<file path="config.mk">
export PLATFORM = sky130hd
export DESIGN_NAME = sd_stream_ctrl
export DESIGN_NICKNAME = d
export VERILOG_FILES = /design/src/rtl/sd_stream_ctrl.sv
export SDC_FILE = /design/constraint.sdc
export NUM_CORES = 1
export LEC_CHECK = 0
export CORE_ASPECT_RATIO = 1.5
export CORE_MARGIN = 10
export CORE_UTILIZATION = 45
export CTS_CLUSTER_SIZE = 16
export DETAILED_ROUTE_END_ITERATION = 10
export PLACE_DENSITY = 0.79
export SLEW_MARGIN = 0
export SYNTH_ARGS = -nofsm -noshare
export SYNTH_HDL_FRONTEND = slang
export SYNTH_SLANG_ARGS = --single-unit
</file>
<file path="constraint.sdc">
create_clock -name clk -period 2.4 [get_ports clk]
set_input_delay 0.6 -clock clk [delete_from_list [all_inputs] [get_ports clk]]
set_output_delay 0.6 -clock clk [all_outputs]
set_load 0.05 [all_outputs]
</file>
<file path="src/rtl/sd_stream_ctrl.sv">
// sd_stream_ctrl: stream-fed zero-order-hold sequencer for a sigma-delta modulator.
// Optional fade-out on stop is built when SD_STREAM_CTRL_RAMP_EN is defined.
module sd_stream_ctrl #(
    parameter int WIDTH   = 16,
    parameter int OSR     = 64,
    parameter int CLK_DIV = 1,
    parameter int UCNT_W  = 8
) (
    input  logic                    clk,
    input  logic                    rst,
    input  logic                    run,
    input  logic signed [WIDTH-1:0] s_data,
    input  logic                    s_valid,
    output logic                    s_ready,
    output logic signed [WIDTH-1:0] mod_in,
    output logic                    mod_en,
    output logic                    mod_rst,
    output logic                    underflow,
    output logic [UCNT_W-1:0]       underflow_cnt,
    output logic                    busy
);

    localparam int DW = (CLK_DIV > 1) ? $clog2(CLK_DIV) : 1;
    localparam int PW = (OSR > 1) ? $clog2(OSR) : 1;

`ifdef SD_STREAM_CTRL_RAMP_EN
    typedef enum logic [2:0] {IDLE, WAIT, RUN, RAMP, STOP} state_t;
`else
    typedef enum logic [1:0] {IDLE, WAIT, RUN, STOP} state_t;
`endif

    state_t                  state;
    logic [DW-1:0]           div;
    logic [PW-1:0]           ph;
    logic signed [WIDTH-1:0] nxt;
    logic                    nxt_full;
    logic                    active;
    logic                    tick;
    logic                    boundary;
    logic                    accept;

`ifdef SD_STREAM_CTRL_RAMP_EN
    assign active = (state == RUN) || (state == RAMP);
`else
    assign active = (state == RUN);
`endif

    assign tick     = active && (div == DW'(CLK_DIV - 1));
    assign boundary = tick && (ph == PW'(OSR - 1));
    assign s_ready  = !nxt_full && ((state == WAIT) || (state == RUN));
    assign accept   = s_valid && s_ready;
    assign busy     = (state != IDLE);

    always_ff @(posedge clk or posedge rst) begin
        if (rst) begin
            state         <= IDLE;
            div           <= '0;
            ph            <= '0;
            nxt           <= '0;
            nxt_full      <= 1'b0;
            mod_in        <= '0;
            mod_en        <= 1'b0;
            mod_rst       <= 1'b1;
            underflow     <= 1'b0;
            underflow_cnt <= '0;
        end else begin
            mod_en    <= tick;
            underflow <= 1'b0;
            if (active) begin
                div <= tick ? '0 : div + 1'b1;
                if (tick)
                    ph <= boundary ? '0 : ph + 1'b1;
            end
            if (accept) begin
                nxt      <= s_data;
                nxt_full <= 1'b1;
            end
            unique case (state)
                IDLE: begin
                    mod_rst <= 1'b1;
                    mod_in  <= '0;
                    div     <= '0;
                    ph      <= '0;
                    if (run)
                        state <= WAIT;
                end
                WAIT: begin
                    if (!run) begin
                        nxt_full <= 1'b0;
                        state    <= IDLE;
                    end else if (nxt_full) begin
                        mod_in   <= nxt;
                        nxt_full <= 1'b0;
                        mod_rst  <= 1'b0;
                        div      <= '0;
                        ph       <= '0;
                        state    <= RUN;
                    end
                end
                RUN: begin
                    if (boundary) begin
                        if (!run) begin
                            nxt_full <= 1'b0;
`ifdef SD_STREAM_CTRL_RAMP_EN
                            mod_in   <= mod_in >>> 1;
                            state    <= RAMP;
`else
                            state    <= STOP;
`endif
                        end else if (nxt_full) begin
                            mod_in   <= nxt;
                            nxt_full <= 1'b0;
                        end else begin
                            underflow <= 1'b1;
                            if (underflow_cnt != '1)
                                underflow_cnt <= underflow_cnt + 1'b1;
                        end
                    end
                end
`ifdef SD_STREAM_CTRL_RAMP_EN
                // Halve once per period; 0 and -1 are the fixed points of >>>.
                RAMP: begin
                    if (boundary) begin
                        if (mod_in == '0 || mod_in == '1)
                            state <= STOP;
                        else
                            mod_in <= mod_in >>> 1;
                    end
                end
`endif
                STOP: begin
                    mod_in   <= '0;
                    mod_rst  <= 1'b1;
                    nxt_full <= 1'b0;
                    div      <= '0;
                    ph       <= '0;
                    state    <= IDLE;
                end
                default: state <= IDLE;
            endcase
        end
    end

endmodule

</file>
==> impl_metrics.toml, run 1 <==
[setup_path]
crit_fanout = 2
crit_slowest_cell = "clkdlybuf4s50_1"
r2r_slack_ps = 350
r2r-end = "underflow_cnt[6]$_DFFE_PP0P_"
critical-path-top-delay-family = "buffers and inverters"
worst-path-buf-inv = 1
crit_type = "reg -> out"
end_kind = "primary output"
critPathMaxStageDelay_ps = 790
cp.arrival_ps = 1640
crit-reg2reg-launch = "state[0]$_DFFE_PP0P_"
path_cells = "clkdlybuf4s50_1"
startpoint_type = "flop"
r2r_cells = 6
crit_required_ps = 1800

[cells_and_area]
syn_to_final_growth_pct = 27.72
final_area_um2 = 3119
num-fill-cells = 446
final_cell_mix = "52 x dfrtp_1, 46 x clkdlybuf4s50_1, 24 x inv_1"
layout-drive-gt1-share_pct = 13.26
final_cells = 332
fin_nets = 290
final_common_cell = "dfrtp_1"
antennaDiodeCount = 0

[cts]
clk_path_buf_depth = 2
cts_root_buffer = "clkbuf_8"
cts_htree_levels = 2
clk_pin_slew_worst_paths_ps = 90
clock-sinks = 53
cts_made_buffers = 5
cts_resized = 0
postCtsHoldBufs = 0
worstSkewPairLatency_ps = 310
cts_setup_buffers = 0
cts_tree = "built"

[timing]
relSlewSlack_pct = 64.60
finalSetupViolCount = 0
timing.final.ws_setup_ps = 157.7
fin_worst_skew_ps = 5.066
rsz0062_at_grt = "no"
tightest_slew_ps = 529.3
hold_viol = 0
clock.fmax_mhz = 446.0
totalNegativeSetupSlack_ps = 0
period_minus_slack_ps = 2242
timing.final.crit_share_pct = 93.43
slew_viol_final = 0

[routing]
wl_um = 5030
antenna_left = 0
drt_iter0_markers = 114
wl_per_cell_um = 15.15
vias = 1669
firstDrtPassIters = 4
drcViolationCount = 0
vias_per_cell = 5.027

[status]
status = "completed"

[pwr]
vdd_drop_max_uv = 641.3
power_density_nw_per_um2 = 1262
power_leakage_nw = 1.461

[synthesis]
synth_area_um2 = 2442
synth_seq_area_share_pct = 54.35
synth-edff-count = 0
yosys_warnings = 0
synthArstFlopShare_pct = 100.0
synth_cell_types = 35
syn_area_per_cell_um2 = 11.69
synth-seq-cells = 53
synth-main-ff-cell = "dfrtp_1"
synth_xor_area_share_pct = 2.510
synth_top_family_by_area = "multiplexers"
synth.mux.area_fraction_pct = 16.55
syn_inst = 209
synthAdderAreaFrac_pct = 3.586
synth-simple-area-share_pct = 12.76
synth_compound_area_share_pct = 4.559
syn_nets = 236

[placement]
dpl_worst_slack_ps = 265.6
gp_congestion = 0.8378
io_buffers = 48
dp.final_hpwl_um = 3750
place_inst = 324
placed_area_um2 = 3033

[floorplan]
core_um2 = 5205
num_rows = 32
initial_utilization_pct = 46.92
die_width_um = 80.15
fp.dieH_um = 110.2
num_io_pins = 49
design.die.area_um2 = 8835

[global_routing]
grt_pass1_vias = 1797
antenna_found_initial = 0
grt_max_degree = 54
grt_overflow = 0
track_usage_pct = 12.38
grt_first_pass_wirelength_um = 8645

[flow_run]
cap_violations = 0

[worst_hold_path]
hold_path_depth = 2
hold_class = "reg -> reg"
whs_endpoint = "mod_rst$_DFFE_PP1P_"
hold_start = "mod_rst$_DFFE_PP1P_"
worst max path at each step:
stage	start	endpoint	depth (start not counted)
floorplan	state[0]$_DFFE_PP0P_	nxt[13]$_DFFE_PP0P_	7
global placement	run	underflow_cnt[7]$_DFFE_PP0P_	4
detailed placement	run	underflow_cnt[6]$_DFFE_PP0P_	4
CTS	mod_rst$_DFFE_PP1P_	mod_rst	1
global route	underflow_cnt[2]$_DFFE_PP0P_	underflow_cnt[2]	1
finish	mod_rst$_DFFE_PP1P_	mod_rst	1
worst min-delay path, stage by stage (launching register included):
cell,delay (ps)
dfstp_2,380
inv_1,40
mux2i_1,60
area by class of cell:
cell class	count	area [um^2]	area share, %
sequential	53	1328	42.56
timing repair buffer	53	550.5	17.65
clock buffer	6	72.57	2.327
inverter	25	93.84	3.008
tap	68	85.08	2.728
clock inverter	2	13.76	0.4412
multi-input combinational	125	975.9	31.29
registers in the layout (all words and copies together) (netlist names), 6 cells and up, named ones only:
| register | count |
|---|---|
| ph | 6 |
| nxt | 16 |
| underflow_cnt | 8 |
| mod_in | 16 |
stage by stage:
| step | hold slack (ps) | utilization (%) | total power, W |
|---|---|---|---|
| CTS | 485.3 | 59.93 | 0.003984 |
| global placement | 457.9 | 58.27 | 0.003441 |
| global route | 511.2 | 59.93 | 0.004197 |
| detailed placement | 463.7 | 58.27 | 0.003487 |
| finish | 482.7 | 59.93 | 0.003937 |
| floorplan | 464.1 | - | 0.002842 |
logic make-up (layout without fill, tap and decap cells):
| kind of cell | after synthesis | count (layout) |
|---|---|---|
| compound gates | 14 | 14 |
| simple gates | 59 | 59 |
| xor+xnor | 7 | 7 |
| mux | 38 | 38 |
| buf+inv | 31 | 86 |
| fa+ha+maj | 7 | 7 |
| flops | 53 | 53 |
power by group:
part / internal, W / switching (W) / leakage (nW)
combinational: 0.000865 / 0.00121 / 0.736
clock: 0.000208 / 0.000294 / 0.0456
sequential: 0.00120 / 0.000162 / 0.680
cell usage after synthesis (all sizes together) (2+ instances only):
master / n / area share [%]
nor3: 6 / 1.2
nor2: 7 / 1.1
ha: 7 / 3.6
nand3: 8 / 1.6
or3: 2 / 0.51
buf: 5 / 1.7
xor2: 7 / 2.5
nand2b: 2 / 0.51
o32a: 2 / 0.82
nand4: 3 / 0.77
a21oi: 6 / 2.3
mux2i: 19 / 7.8
nand2: 23 / 3.6
dfrtp: 52 / 53
inv: 25 / 3.8
o21ai: 3 / 0.61
a31oi: 2 / 0.51
mux2: 19 / 8.8
routing by layer:
layer	wire length [um]	up-vias	global-route usage, %
met3	362	8	5.105
met2	2595	36	21.17
met4	66	0	3.788
met5	0	-	0
met1	2005	820	13.66
li1	-	805	-
No activity file was read; power rests on OpenSTA's default activity.
==> run 2, diff against run 1 <==
--- a/config.mk
+++ b/config.mk
@@ -10,7 +10,7 @@
 export CORE_UTILIZATION = 45
 export CTS_CLUSTER_SIZE = 16
 export DETAILED_ROUTE_END_ITERATION = 10
-export PLACE_DENSITY = 0.79
+export PLACE_DENSITY = 0.67
 export SLEW_MARGIN = 0
 export SYNTH_ARGS = -nofsm -noshare
 export SYNTH_HDL_FRONTEND = slang
==> constraint.sdc (replaced) <==
create_clock -name clk -period 2.4 [get_ports clk]
set_input_delay 0.6 -clock clk [delete_from_list [all_inputs] [get_ports clk]]
set_output_delay 0.6 -clock clk [all_outputs]
set_load 0.01 [all_outputs]
==> impl_metrics.toml, run 2 (synthesized netlist as in run 1, its figures left out) <==
[setup_path]
cp.arrival_ps = 1620
startpoint_type = "flop"
critPathMaxStageDelay_ps = 530
cp_common_cell = "inv_1"
end_kind = "primary output"
crit_fanout = 5
crit_slowest_cell = "clkdlybuf4s50_1"
path_cells = "inv_1 -> ha_1 -> inv_1 -> clkdlybuf4s50_1"
crit_required_ps = 1800
worst-path-buf-inv = 3
crit_type = "reg -> out"
critical-path-top-delay-family = "buffers and inverters"

[global_routing]
grt_pass1_vias = 1726
grt_overflow = 0
grt_first_pass_wirelength_um = 8652
grt_max_degree = 24
antenna_found_initial = 0
track_usage_pct = 12.33

[timing]
timing.final.crit_share_pct = 92.40
slew_viol_final = 0
rsz0062_at_grt = "no"
fin_worst_skew_ps = 3.520
clock.fmax_mhz = 450.9
tightest_slew_ps = 481.0
finalSetupViolCount = 0
relSlewSlack_pct = 67.82
holdWs_ps = 473.3
hold_viol = 0
period_minus_slack_ps = 2218
totalNegativeSetupSlack_ps = 0

[routing]
drcViolationCount = 0
wl_per_cell_um = 15.41
wl_um = 5147
vias = 1655
vias_per_cell = 4.955
firstDrtPassIters = 4
drt_iter0_markers = 90
antenna_left = 0

[cells_and_area]
final_common_cell = "dfrtp_1"
final_cell_mix = "52 x dfrtp_1, 47 x clkdlybuf4s50_1, 24 x inv_1"
fin_nets = 292
reg_top3 = "mod_in: 16 flops, nxt: 16 flops, underflow_cnt: 8 flops"
syn_to_final_growth_pct = 27.87
antennaDiodeCount = 0
layout-drive-gt1-share_pct = 13.53
final_area_um2 = 3123

[floorplan]
num_io_pins = 49
fp.dieH_um = 110.2
design.die.area_um2 = 8835
num_rows = 32
core_um2 = 5205
die_width_um = 80.15
initial_utilization_pct = 46.92

[cts]
clk_path_buf_depth = 2
clk_pin_slew_worst_paths_ps = 100
worstSkewPairLatency_ps = 300
cts_made_buffers = 5
cts_tree = "built"
postCtsHoldBufs = 0
cts_htree_levels = 2
clock-sinks = 53
cts_root_buffer = "clkbuf_8"

[pwr]
clock_power_share_pct = 15.1
power_leakage_nw = 1.468
power_density_nw_per_um2 = 1116
p_int_w = 0.002265
seqPwrFrac_pct = 39.1
vdd_drop_max_uv = 542.5
switchingPower_w = 0.001221
p_total_w = 0.003486
p_comb_share_pct = 45.7
p_sw_share_pct = 35.04

[placement]
io_buffers = 48
dp.final_hpwl_um = 3840
placed_area_um2 = 3028
gp_congestion = 0.8574

[status]
status = "completed"

[flow_run]
cap_violations = 0

[worst_hold_path]
hold_class = "reg -> reg"
[run 2: worst reg2reg max path: stages, from the launching register on]
cell,delay [ps]
dfrtp_1,410
inv_1,150
ha_1,210
and4b_1,360
nand4b_4,210
nor3_1,250
mux2_1,350
[run 2: through the flow]
stage	std cells	util, %	worst slack, ps
after detailed placement	326	58.17	240.0
after global routing	334	60.00	100.9
final	334	60.00	182.4
after CTS	334	60.00	172.3
after global placement	326	58.17	283.9
after floorplan	209	-	430.4
[run 2: cell type report]
type / instances / area, um^2
Multi-Input combinational cell: 125 / 975.9
Tap cell: 68 / 85.08
Fill cell: 465 / 2082
Sequential cell: 53 / 1328
Clock buffer: 6 / 82.58
Inverter: 25 / 93.84
Clock inverter: 2 / 13.76
Timing Repair Buffer: 55 / 544.3
[run 2: what timing repair did]
| action | 4_1_cts | 5_1_grt |
|---|---|---|
| hold endpoints to repair | 0 | 0 |
| setup buffers | 0 | 0 |
| resized for setup | 1 | 0 |
| setup endpoints to repair | 1 | 0 |
[run 2: final timing paths]
kind | startpoint | end | slack (ps) | cells after the start
setup / recovery | state[0]$_DFFE_PP0P_ | busy | 180 | 4
hold / removal | mod_rst$_DFFE_PP1P_ | mod_rst$_DFFE_PP1P_ | 470 | 2
hold reg to reg | mod_rst$_DFFE_PP1P_ | mod_rst$_DFFE_PP1P_ | 470 | 2
setup reg to reg | state[0]$_DFFE_PP0P_ | underflow_cnt[7]$_DFFE_PP0P_ | 350 | 6
max in group asynchronous | rst | mod_in[3]$_DFFE_PP0P_ | 1130 | 3
min in group asynchronous | rst | nxt[15]$_DFFE_PP0P_ | 620 | 2
[run 2: routing by layer]
layer | up-vias | global-route usage [%] | share of wire, %
li1 | 803 | - | -
met1 | 808 | 13.98 | 41
met4 | 0 | 3.914 | 1.2
met5 | - | 0 | 0
met3 | 6 | 4.295 | 6.3
met2 | 38 | 21.17 | 52
[run 2: power groups by stage]
stage | combinational, W | sequential, W | clock, W
after floorplan | 0.00102 | 0.00139 | 0
after global placement | 0.00160 | 0.00138 | 0
after detailed placement | 0.00164 | 0.00139 | 0
after CTS | 0.00163 | 0.00137 | 0.000543
after global routing | 0.00176 | 0.00140 | 0.000588
final | 0.00159 | 0.00136 | 0.000527
==> run 3, diff against run 2 <==
--- a/config.mk
+++ b/config.mk
@@ -6,7 +6,6 @@
 export NUM_CORES = 1
 export LEC_CHECK = 0
 export CORE_ASPECT_RATIO = 1.5
-export CORE_MARGIN = 10
 export CORE_UTILIZATION = 45
 export CTS_CLUSTER_SIZE = 16
 export DETAILED_ROUTE_END_ITERATION = 10
==> impl_metrics.toml, run 3 (synthesized netlist as in run 1, its figures left out) <==
[global_routing]
track_usage_pct = 18.07
grt_pass1_vias = 1748
antenna_found_initial = 0
grt_overflow = 0
grt_max_degree = 54
grt_first_pass_wirelength_um = 8066

[floorplan]
fp.dieH_um = 92.23
die_width_um = 62.15
core_um2 = 5165
design.die.area_um2 = 5732
initial_utilization_pct = 47.29
num_rows = 32
num_io_pins = 49

[setup_path]
startpoint_type = "flop"
crit_fanout = 5
end_kind = "primary output"
cp.arrival_ps = 1620
crit_type = "reg -> out"
crit_required_ps = 1800

[timing]
hold_viol = 0
relSlewSlack_pct = 67.61
rsz0062_at_grt = "no"
totalNegativeSetupSlack_ps = 0
tightest_slew_ps = 484.2
timing.final.crit_share_pct = 92.49
fin_worst_skew_ps = 6.565
finalSetupViolCount = 0
slew_viol_final = 0
clock.fmax_mhz = 450.5
period_minus_slack_ps = 2220

[routing]
vias_per_cell = 5.033
wl_um = 4554
antenna_left = 0
drcViolationCount = 0
wl_per_cell_um = 13.72
vias = 1671
firstDrtPassIters = 4
drt_iter0_markers = 50

[pwr]
power_density_nw_per_um2 = 1114
power_leakage_nw = 1.462
vdd_drop_max_uv = 487.3

[cts]
clk_path_buf_depth = 2
cts_tree = "built"
worstSkewPairLatency_ps = 310
postCtsHoldBufs = 0
clock-sinks = 53
cts_root_buffer = "clkbuf_8"
cts_htree_levels = 2
cts_made_buffers = 5
clk_pin_slew_worst_paths_ps = 90

[cells_and_area]
syn_to_final_growth_pct = 27.77
fin_nets = 290
antennaDiodeCount = 0
reg_top3 = "mod_in: 16 flops, nxt: 16 flops, underflow_cnt: 8 flops"
layout-drive-gt1-share_pct = 12.88
final_cells = 332
final_common_cell = "dfrtp_1"
num-fill-cells = 410
final_cell_mix = "52 x dfrtp_1, 47 x clkdlybuf4s50_1, 24 x inv_1"

[status]
status = "completed"

[placement]
dp.final_hpwl_um = 3113
io_buffers = 48
gp_congestion = 0.7578
place_inst = 324

[worst_hold_path]
hold_class = "reg -> reg"

[flow_run]
cap_violations = 0
run 3: final timing paths:
kind,from,endpoint,slack [ps],cells after the start
worst max register to register,state[0]$_DFFE_PP0P_,underflow_cnt[6]$_DFFE_PP0P_,300,6
worst min-delay path,mod_rst$_DFFE_PP1P_,mod_rst$_DFFE_PP1P_,490,2
worst max-delay path,state[0]$_DFFE_PP0P_,busy,180,4
min in group asynchronous,rst,mod_in[0]$_DFFE_PP0P_,650,3
max in group asynchronous,rst,mod_rst$_DFFE_PP1P_,1480,3
worst min register to register,mod_rst$_DFFE_PP1P_,mod_rst$_DFFE_PP1P_,490,2
run 3: metrics by stage:
stage	instance area [um^2]	hold WS (ps)	total power (W)	setup slack (ps)	utilization, %
after global placement	3025	460.8	0.002966	275.5	58.58
after detailed placement	3025	463.2	0.002996	246.7	58.58
after global routing	3120	516.0	0.003736	104.0	60.42
after CTS	3120	480.0	0.003530	163.9	60.42
after floorplan	2442	464.1	0.002411	430.4	-
final	3120	485.2	0.003475	180.2	60.42
run 3: cell type report:
cell class	count	area (um^2)	area share, %
timing repair buffer	53	541.8	17.36
clock inverter	2	13.76	0.4411
multi-input combinational	125	975.9	31.28
sequential	53	1328	42.54
inverter	25	93.84	3.007
clock buffer	6	82.58	2.646
tap	68	85.08	2.727
run 3: routing by layer:
layer / up-vias / GRT usage (%) / part of all wire [%]
met5: - / 0 / 0
met1: 828 / 22.20 / 44
met2: 36 / 30.59 / 51
met4: 0 / 7.946 / 1.3
met3: 4 / 3.607 / 3.8
li1: 803 / - / -
run 3: report_power, final:
group | total (W) | internal [W] | switching (W)
Combinational | 0.00159 | 0.000833 | 0.000758
Clock | 0.000530 | 0.000234 | 0.000296
Sequential | 0.00135 | 0.00120 | 0.000156
run 3: what timing repair did:
item,CTS,global route
setup endpoints to repair,1,0
resized for setup,1,0
setup buffers,0,0
run 3: worst max-delay path, cell delays in order, from the launching register on:
cell,delay [ps]
dfrtp_1,380
inv_1,110
ha_1,240
inv_1,60
clkdlybuf4s50_1,520
